$ cat src/rtl/param_up_down_counter.sv
// param_up_down_counter: parameterised up/down/load counter.
// It supports configurable range bounds and step size, and it can either wrap
// or clamp at the bounds. It has combinational at_max/at_min flags and
// registered one-cycle crossing pulses (wrap_up/wrap_dn).
// Optional macro UDC_PRESCALE_EN: adds a prescaler so the count steps once
// every PRESCALE enabled up/down cycles.
module param_up_down_counter #(
  parameter int     WIDTH    = 4,
  parameter longint MIN_VAL  = 0,
  parameter longint MAX_VAL  = (64'd1 << WIDTH) - 1,
  parameter longint STEP     = 1,
  parameter bit     SATURATE = 1'b0,
  parameter int     PRESCALE = 4
) (
  input  logic             clk,
  input  logic             reset,
  input  logic             en,
  input  logic [1:0]       up_dwn,
  input  logic [WIDTH-1:0] load_val,
  output logic [WIDTH-1:0] count,
  output logic             at_max,
  output logic             at_min,
  output logic             wrap_up,
  output logic             wrap_dn
);

  typedef enum logic [1:0] {M_HOLD = 2'd0, M_UP = 2'd1, M_DN = 2'd2, M_LOAD = 2'd3} mode_e;

  // All bound arithmetic is one bit wider than the count, so MAX_VAL = 2**WIDTH-1
  // and a range of 2**WIDTH are both representable without truncation.
  localparam logic [WIDTH:0] L_MIN      = MIN_VAL[WIDTH:0];
  localparam logic [WIDTH:0] L_MAX      = MAX_VAL[WIDTH:0];
  localparam logic [WIDTH:0] L_STEP     = STEP[WIDTH:0];
  localparam longint         RANGE_L    = MAX_VAL - MIN_VAL + 1;
  localparam logic [WIDTH:0] L_RANGE    = RANGE_L[WIDTH:0];
  localparam logic [WIDTH:0] L_DN_FLOOR = L_MIN + L_STEP;  // smallest count that can step down cleanly

  mode_e            w_mode;
  logic             w_adv;    // enabled up/down request this cycle
  logic             w_tick;   // prescaler allows the step this cycle
  logic             w_step;
  logic [WIDTH:0]   w_sum;
  logic [WIDTH:0]   w_cnt_ext;
  logic [WIDTH:0]   w_ld_ext;
  logic [WIDTH-1:0] w_nxt_count;
  logic             w_nxt_wu;
  logic             w_nxt_wd;
  logic [WIDTH-1:0] r_count;
  logic             r_wrap_up;
  logic             r_wrap_dn;

  assign w_mode    = mode_e'(up_dwn);
  assign w_adv     = en && ((w_mode == M_UP) || (w_mode == M_DN));
  assign w_step    = w_adv && w_tick;
  assign w_cnt_ext = {1'b0, r_count};
  assign w_ld_ext  = {1'b0, load_val};
  assign w_sum     = w_cnt_ext + L_STEP;

`ifdef UDC_PRESCALE_EN
  localparam int             PS_W    = (PRESCALE > 1) ? $clog2(PRESCALE) : 1;
  localparam logic [PS_W-1:0] PS_LAST = PS_W'(PRESCALE - 1);

  logic [PS_W-1:0] r_ps;

  // Prescaler phase: advances on enabled up/down cycles and restarts on anything else.
  always_ff @(posedge clk) begin
    if (reset)            r_ps <= '0;
    else if (!w_adv)      r_ps <= '0;
    else if (r_ps == PS_LAST) r_ps <= '0;
    else                  r_ps <= r_ps + 1'b1;
  end

  assign w_tick = (r_ps == PS_LAST);
`else
  assign w_tick = 1'b1;
`endif

  // Next count and crossing pulses for the selected mode.
  always_comb begin
    w_nxt_count = r_count;
    w_nxt_wu    = 1'b0;
    w_nxt_wd    = 1'b0;
    unique case (w_mode)
      M_UP: if (w_step) begin
        if (w_sum <= L_MAX) begin
          w_nxt_count = WIDTH'(w_sum);
        end else begin
          w_nxt_wu    = 1'b1;
          w_nxt_count = SATURATE ? WIDTH'(L_MAX) : WIDTH'(w_sum - L_RANGE);
        end
      end
      M_DN: if (w_step) begin
        if (w_cnt_ext >= L_DN_FLOOR) begin
          w_nxt_count = WIDTH'(w_cnt_ext - L_STEP);
        end else begin
          w_nxt_wd    = 1'b1;
          w_nxt_count = SATURATE ? WIDTH'(L_MIN) : WIDTH'(w_cnt_ext + L_RANGE - L_STEP);
        end
      end
      M_LOAD: begin
        if (w_ld_ext < L_MIN)      w_nxt_count = WIDTH'(L_MIN);
        else if (w_ld_ext > L_MAX) w_nxt_count = WIDTH'(L_MAX);
        else                       w_nxt_count = load_val;
      end
      default: ;
    endcase
  end

  // Count and pulse registers; reset dominates every other input.
  always_ff @(posedge clk) begin
    if (reset) begin
      r_count   <= WIDTH'(L_MIN);
      r_wrap_up <= 1'b0;
      r_wrap_dn <= 1'b0;
    end else begin
      r_count   <= w_nxt_count;
      r_wrap_up <= w_nxt_wu;
      r_wrap_dn <= w_nxt_wd;
    end
  end

  assign count   = r_count;
  assign at_max  = (w_cnt_ext == L_MAX);
  assign at_min  = (w_cnt_ext == L_MIN);
  assign wrap_up = r_wrap_up;
  assign wrap_dn = r_wrap_dn;

endmodule

$ cat config.mk
export PLATFORM = sky130hd
export DESIGN_NAME = param_up_down_counter
export DESIGN_NICKNAME = d
export VERILOG_FILES = /design/src/rtl/param_up_down_counter.sv
export SDC_FILE = /design/constraint.sdc
export NUM_CORES = 1
export LEC_CHECK = 0
export ABC_AREA = 1
export BUFFER_PORTS_ARGS = -buffer_cell sky130_fd_sc_hd__buf_2
export CORE_AREA = 4 4 41 43
export CTS_CLUSTER_SIZE = 24
export DETAILED_ROUTE_END_ITERATION = 10
export DIE_AREA = 0 0 45 47
export PLACE_DENSITY = 0.67
export SLEW_MARGIN = 10
export SYNTH_ARGS = -nofsm -noshare
export SYNTH_HDL_FRONTEND = slang
export SYNTH_SLANG_ARGS = --single-unit
export TNS_END_PERCENT = 5
$ cat constraint.sdc
create_clock -name clk -period 1.5 [get_ports clk]
set_input_delay 0.075 -clock clk [delete_from_list [all_inputs] [get_ports clk]]
set_output_delay 0.075 -clock clk [all_outputs]
set_load 0.05 [all_outputs]
=== Word-level counts from Yosys, hierarchy flattened ===
Cells that the tools add are included.

* Register bits after elaboration: 6
* Output and inout port bits: 8
* Logic and storage cells: 37

* Add/sub/neg operators: 5
* Magnitude comparators: 4
* Equality and inequality tests: 6
* Multiplexer cells: 9
* Bitwise logic cells: 3
* Reductions and logical operators: 7

{| class="wikitable"
|+ Operators by type and width
! operator !! number
|-
| $mux W4 || 6
|-
| $pmux W4 S3 || 1
|-
| $sub A4 B1 Y4 const B || 3
|-
| $reduce_or A3 Y1 || 2
|-
| $add A4 B1 Y5 const B || 1
|-
| $le A5 B4 Y1 const B || 1
|-
| $logic_not A5 Y1 || 1
|-
| $add A4 B1 Y4 const B || 1
|-
| $eq A2 B2 Y1 const B || 2
|-
| $eq A4 B4 Y1 const B || 1
|-
| $ge A4 B1 Y1 const B || 1
|-
| $gt A4 B4 Y1 const B || 1
|-
| $lt A4 B1 Y1 const B || 1
|-
| $ne A2 B2 Y1 const B || 2
|-
| $not A1 Y1 || 3
|-
| $reduce_and A3 Y1 || 1
|-
| $reduce_bool A3 Y1 || 1
|-
| $eq A2 B1 Y1 const B || 1
|-
| $mux W1 || 2
|-
| $logic_and A1 B1 Y1 || 1
|-
| $logic_or A1 B1 Y1 || 1
|}

=== Logic depth before layout (Yosys ltp) ===
* Word-level depth: 5
* Gate-level depth with buffers: 9
* Depth with buffers taken out: 9

=== Least setup slack after synthesis ===
No wires, ideal clock.

* Path kind: reg-to-reg
* Start point: register r_count[0], in the netlist count[0]
* End point: register r_wrap_up, in the netlist wrap_up
* Arrival: 1.986 ns
* Required time: 1.430 ns
* Slack: -0.556 ns
* Cell stages (with the launch flop): 6
* Buffers on the path: 0
* Clock period less this slack: 2.056 ns
* Cell sequence: dfxtp_1 -> ha_1 -> nand2_1 -> nor2_1 -> inv_1 -> a21oi_1

* Word-level cells in the longest chain between the ends: 3

{| class="wikitable"
|+ RTL lines
! item !! RTL line !! RTL
|-
| from (decl) || 48 || <nowiki>logic [WIDTH-1:0] r_count;</nowiki>
|-
| from (signal assigned) || 112 || <nowiki>r_count <= WIDTH'(L_MIN);</nowiki>
|-
| from (signal assigned) || 116 || <nowiki>r_count <= w_nxt_count;</nowiki>
|-
| $add A4 B1 Y5 || 57 || <nowiki>assign w_sum = w_cnt_ext + L_STEP;</nowiki>
|-
| $le A5 B4 Y1 || 85 || <nowiki>if (w_sum <= L_MAX) begin</nowiki>
|-
| $mux W1 || 85 ||
|-
| to (signal assigned) || 117 || <nowiki>r_wrap_up <= w_nxt_wu;</nowiki>
|-
| to (decl) || 49 || <nowiki>logic r_wrap_up;</nowiki>
|}

No other way between the ends.
A chain may end at the register's enable or synchronous reset.

=== Worst setup path after layout ===
* Start point: register r_count[0], in the netlist count[0]
* End point: output at_min

* Word-level cells in the longest chain between the ends: 1

{| class="wikitable"
|+ RTL lines
! item !! RTL line !! RTL
|-
| $logic_not A5 Y1 || 124 || <nowiki>assign at_min = (w_cnt_ext == L_MIN);</nowiki>
|-
| to (decl) || 22 || <nowiki>output logic at_min,</nowiki>
|}

No other way between the ends.

==> flow_summary.json <==
{
  "grt_max_degree": 11,
  "p_seq_share_pct": 33.0,
  "critPathLaunchType": "flip-flop",
  "slew_violations": 0,
  "area_delta_synth_final_pct": 21.62,
  "drc": 0,
  "grt_pass1_wl_mm": 1.925,
  "routedWlPerCell_um": 10.26,
  "synth_cell_type_count": 19,
  "hp-class": "input pin to flip-flop",
  "worstPathCellList": "inv_1 > ha_1 > nand2_1 > inv_1 > buf_2",
  "grt_remaining_overflow": 0,
  "clock.fmax_mhz": 709.6,
  "dp_slack_ns": 0.1876,
  "cts.sinks": 6,
  "slowest_stage": "dfxtp_2",
  "critPathArrivalTime_ns": 1.33,
  "antenna_cells": 0,
  "core-area_um2": 1301,
  "p_sw_mw": 0.2542,
  "synth_top_area_cell": "dfxtp_1",
  "rrSetupSlack_ns": 0.17,
  "internal-power_mw": 0.3473,
  "ant_nets": 0,
  "clockBufferDepth": 2,
  "p_comb_share_pct": 41.8,
  "clk_latency_ns": 0.24,
  "worstHoldEndpoint": "count[3]",
  "dpl_cell_area_um2": 653.1,
  "synth_area_leaders": "dfxtp_1 22%, ha_1 18%, nand2_1 13%",
  "place_hpwl_um": 979.2,
  "rr_worst_depth": 7,
  "h-tree-depth": 1,
  "nFillCells": 149,
  "seq_area_um2": 122.6,
  "crit_top_cell": "inv_1",
  "wl_mm": 1.180,
  "numPortBuffers": 16,
  "total_leakage_power_nw": 0.3745,
  "ys_seq_elements": 6,
  "crit_required_ns": 1.42,
  "dieArea_um2": 2115,
  "synth_area_um2": 555.5,
  "stdcell_area_um2": 675.6,
  "clkPwrFrac_pct": 25.2,
  "setup_viol": 0,
  "grt_pass1_vias": 488,
  "antenna_found_initial": 0,
  "via_count": 555,
  "nets": 119,
  "start_util_pct": 42.69,
  "initialDrtViolationCount": 12,
  "cts_tree": "yes",
  "top_usage_layer": "met2",
  "worstPathMaxFanout": 8,
  "fin_crit_sh_pct": 93.95,
  "fin_crit_ns": 1.409,
  "routabilityCongestion": 0.7839,
  "worstSetupPathType": "flip-flop to output pin",
  "multi_input_area_um2": 375.4,
  "seq_area_frac_synth_pct": 21.62,
  "cts_resized": 0,
  "clkTransAtPathRegs_ns": 0.05,
  "track_usage_pct": 12.38,
  "ir_worst_vdd_v": 0.0003651,
  "end_kind": "output pin",
  "die_y_um": 47,
  "yosysWarnings": 0,
  "finClkSkew_ns": 0.006419,
  "maxCapViolCount": 0,
  "slowest_delay_ns": 0.40,
  "syn_nets": 99,
  "hold_depth": 4,
  "cts_buffers": 3,
  "slew_headroom_pct": 80.71,
  "grt.met2_usage_pct": 19.77,
  "r2r-start": "count[0]",
  "tightest_slew_ns": 0.2889,
  "syn_inst": 82,
  "grt_use_met3_pct": 1.149,
  "powerDensity_nw_per_um2": 890.4,
  "hold_path.startpoint": "reset",
  "avgSynthCellArea_um2": 6.775,
  "rr_endpoint": "count[2]",
  "drtPass1Iterations": 4,
  "power_mw": 0.6016,
  "use_met1_pct": 16.29,
  "fin_util_pct": 51.92,
  "setup_slack_ns": 0.09068,
  "top_level_ports": 17,
  "status": "finished, final reports clean",
  "hold_viol_final": 0,
  "fp.dieW_um": 45,
  "hold_buffers": 0,
  "swShare_pct": 42.26,
  "final_layout_size_suffix_gt1_share_pct": 28.00,
  "fp-row-count": 13,
  "yosysTopAreaCellShare_pct": 21.62,
  "detail_route.vias_per_cell": 4.826,
  "cts_setup_buffers": 0,
  "clockRootBuffer": "clkbuf_4",
  "rsz0062_at_grt": "no",
  "setup_tns_ns": 0
}
==> worst max-delay path by stage <==
stage / to / slack [ns] / startpoint / cells after the start
2_1_floorplan: wrap_up / 0.02 / count[2] / 5
3_3_place_gp: count[2] / 0.23 / count[0] / 7
3_5_place_dp: count[2] / 0.19 / count[0] / 7
4_1_cts: at_max / 0.09 / count[0] / 4
5_1_grt: at_max / 0.02 / count[0] / 4
6_report: at_min / 0.09 / count[0] / 5
==> cells in the final DEF (no fill, tap or decap) <==
| cell type | synthesis | routed |
|---|---|---|
| nand2_1 | 19 | 19 |
| buf_2 | 0 | 16 |
| inv_1 | 15 | 15 |
| nor2_1 | 9 | 8 |
| ha_1 | 8 | 8 |
| a21oi_1 | 5 | 5 |
| nand3_1 | 5 | 5 |
| dfxtp_1 | 6 | 4 |
| nand4_1 | 3 | 3 |
| clkbuf_4 | 0 | 3 |
| nand3_2 | 2 | 2 |
| dfxtp_2 | 0 | 2 |
| nor2_4 | 0 | 1 |
| nand2_2 | 1 | 1 |
| nand3_4 | 1 | 1 |
| o211ai_1 | 1 | 1 |
| o21a_1 | 1 | 1 |
| nor3b_1 | 1 | 1 |
| or2_4 | 1 | 1 |
| nor4_1 | 1 | 1 |
| or2_1 | 1 | 1 |
| nor2_2 | 1 | 1 |
==> flip-flops by register name, indices dropped and copies added (netlist names) <==
name / flops
wrap_up: 1
count: 4
wrap_dn: 1
==> layout make-up <==
| class | count | share of cell area (%) |
|---|---|---|
| multi-input cells | 60 | 55.56 |
| flip-flops and latches | 6 | 18.15 |
| repair buffers | 16 | 11.85 |
| inverters | 15 | 8.333 |
| clock buffers | 3 | 3.333 |
| well taps | 15 | 2.778 |
==> metrics by stage <==
step | std cells | hold slack [ns]
after global routing | 115 | 0.1250
after detailed placement | 112 | 0.3552
after global placement | 112 | 0.3578
final | 115 | 0.09803
after CTS | 115 | 0.09704
after floorplan | 82 | 0.2071
==> power by group through the flow <==
stage	Combinational [mW]	Sequential, mW	Clock (mW)
floorplan	0.161	0.239	0
global placement	0.250	0.201	0
detailed placement	0.252	0.201	0
CTS	0.253	0.198	0.155
global route	0.281	0.201	0.166
finish	0.251	0.199	0.152
==> cells in the mapped netlist (all sizes together) <==
master	instances
a21oi	5
nor3b	1
nor4	1
o211ai	1
nand2	20
nand4	3
ha	8
or2	2
buf	1
dfxtp	6
nor2	10
o21a	1
nand3	8
inv	15
==> routing by layer <==
layer / up-vias / wire length [um]
met4: 0 / 12
met3: 2 / 69
met5: - / 0
li1: 296 / -
met1: 243 / 547
met2: 14 / 550
==> critical path, delay by kind of cell, from the launching register on <==
family,cells,cell delay [ns]
flip-flops,1,0.40
buffers and inverters,3,0.36
adder cells (fa/ha/maj),1,0.24
AND/OR/NAND/NOR,1,0.10
==> kinds of logic (layout without fill, tap and decap cells) <==
group           Yosys count  count (layout)  share of synthesized area (%)
buf+inv                  16              34                          12.16
compound gates            7               7                          7.207
fa+ha+maj                 8               8                          18.02
simple gates             45              45                          40.99
flops                     6               6                          21.62
(Power assumes the default switching activity.)
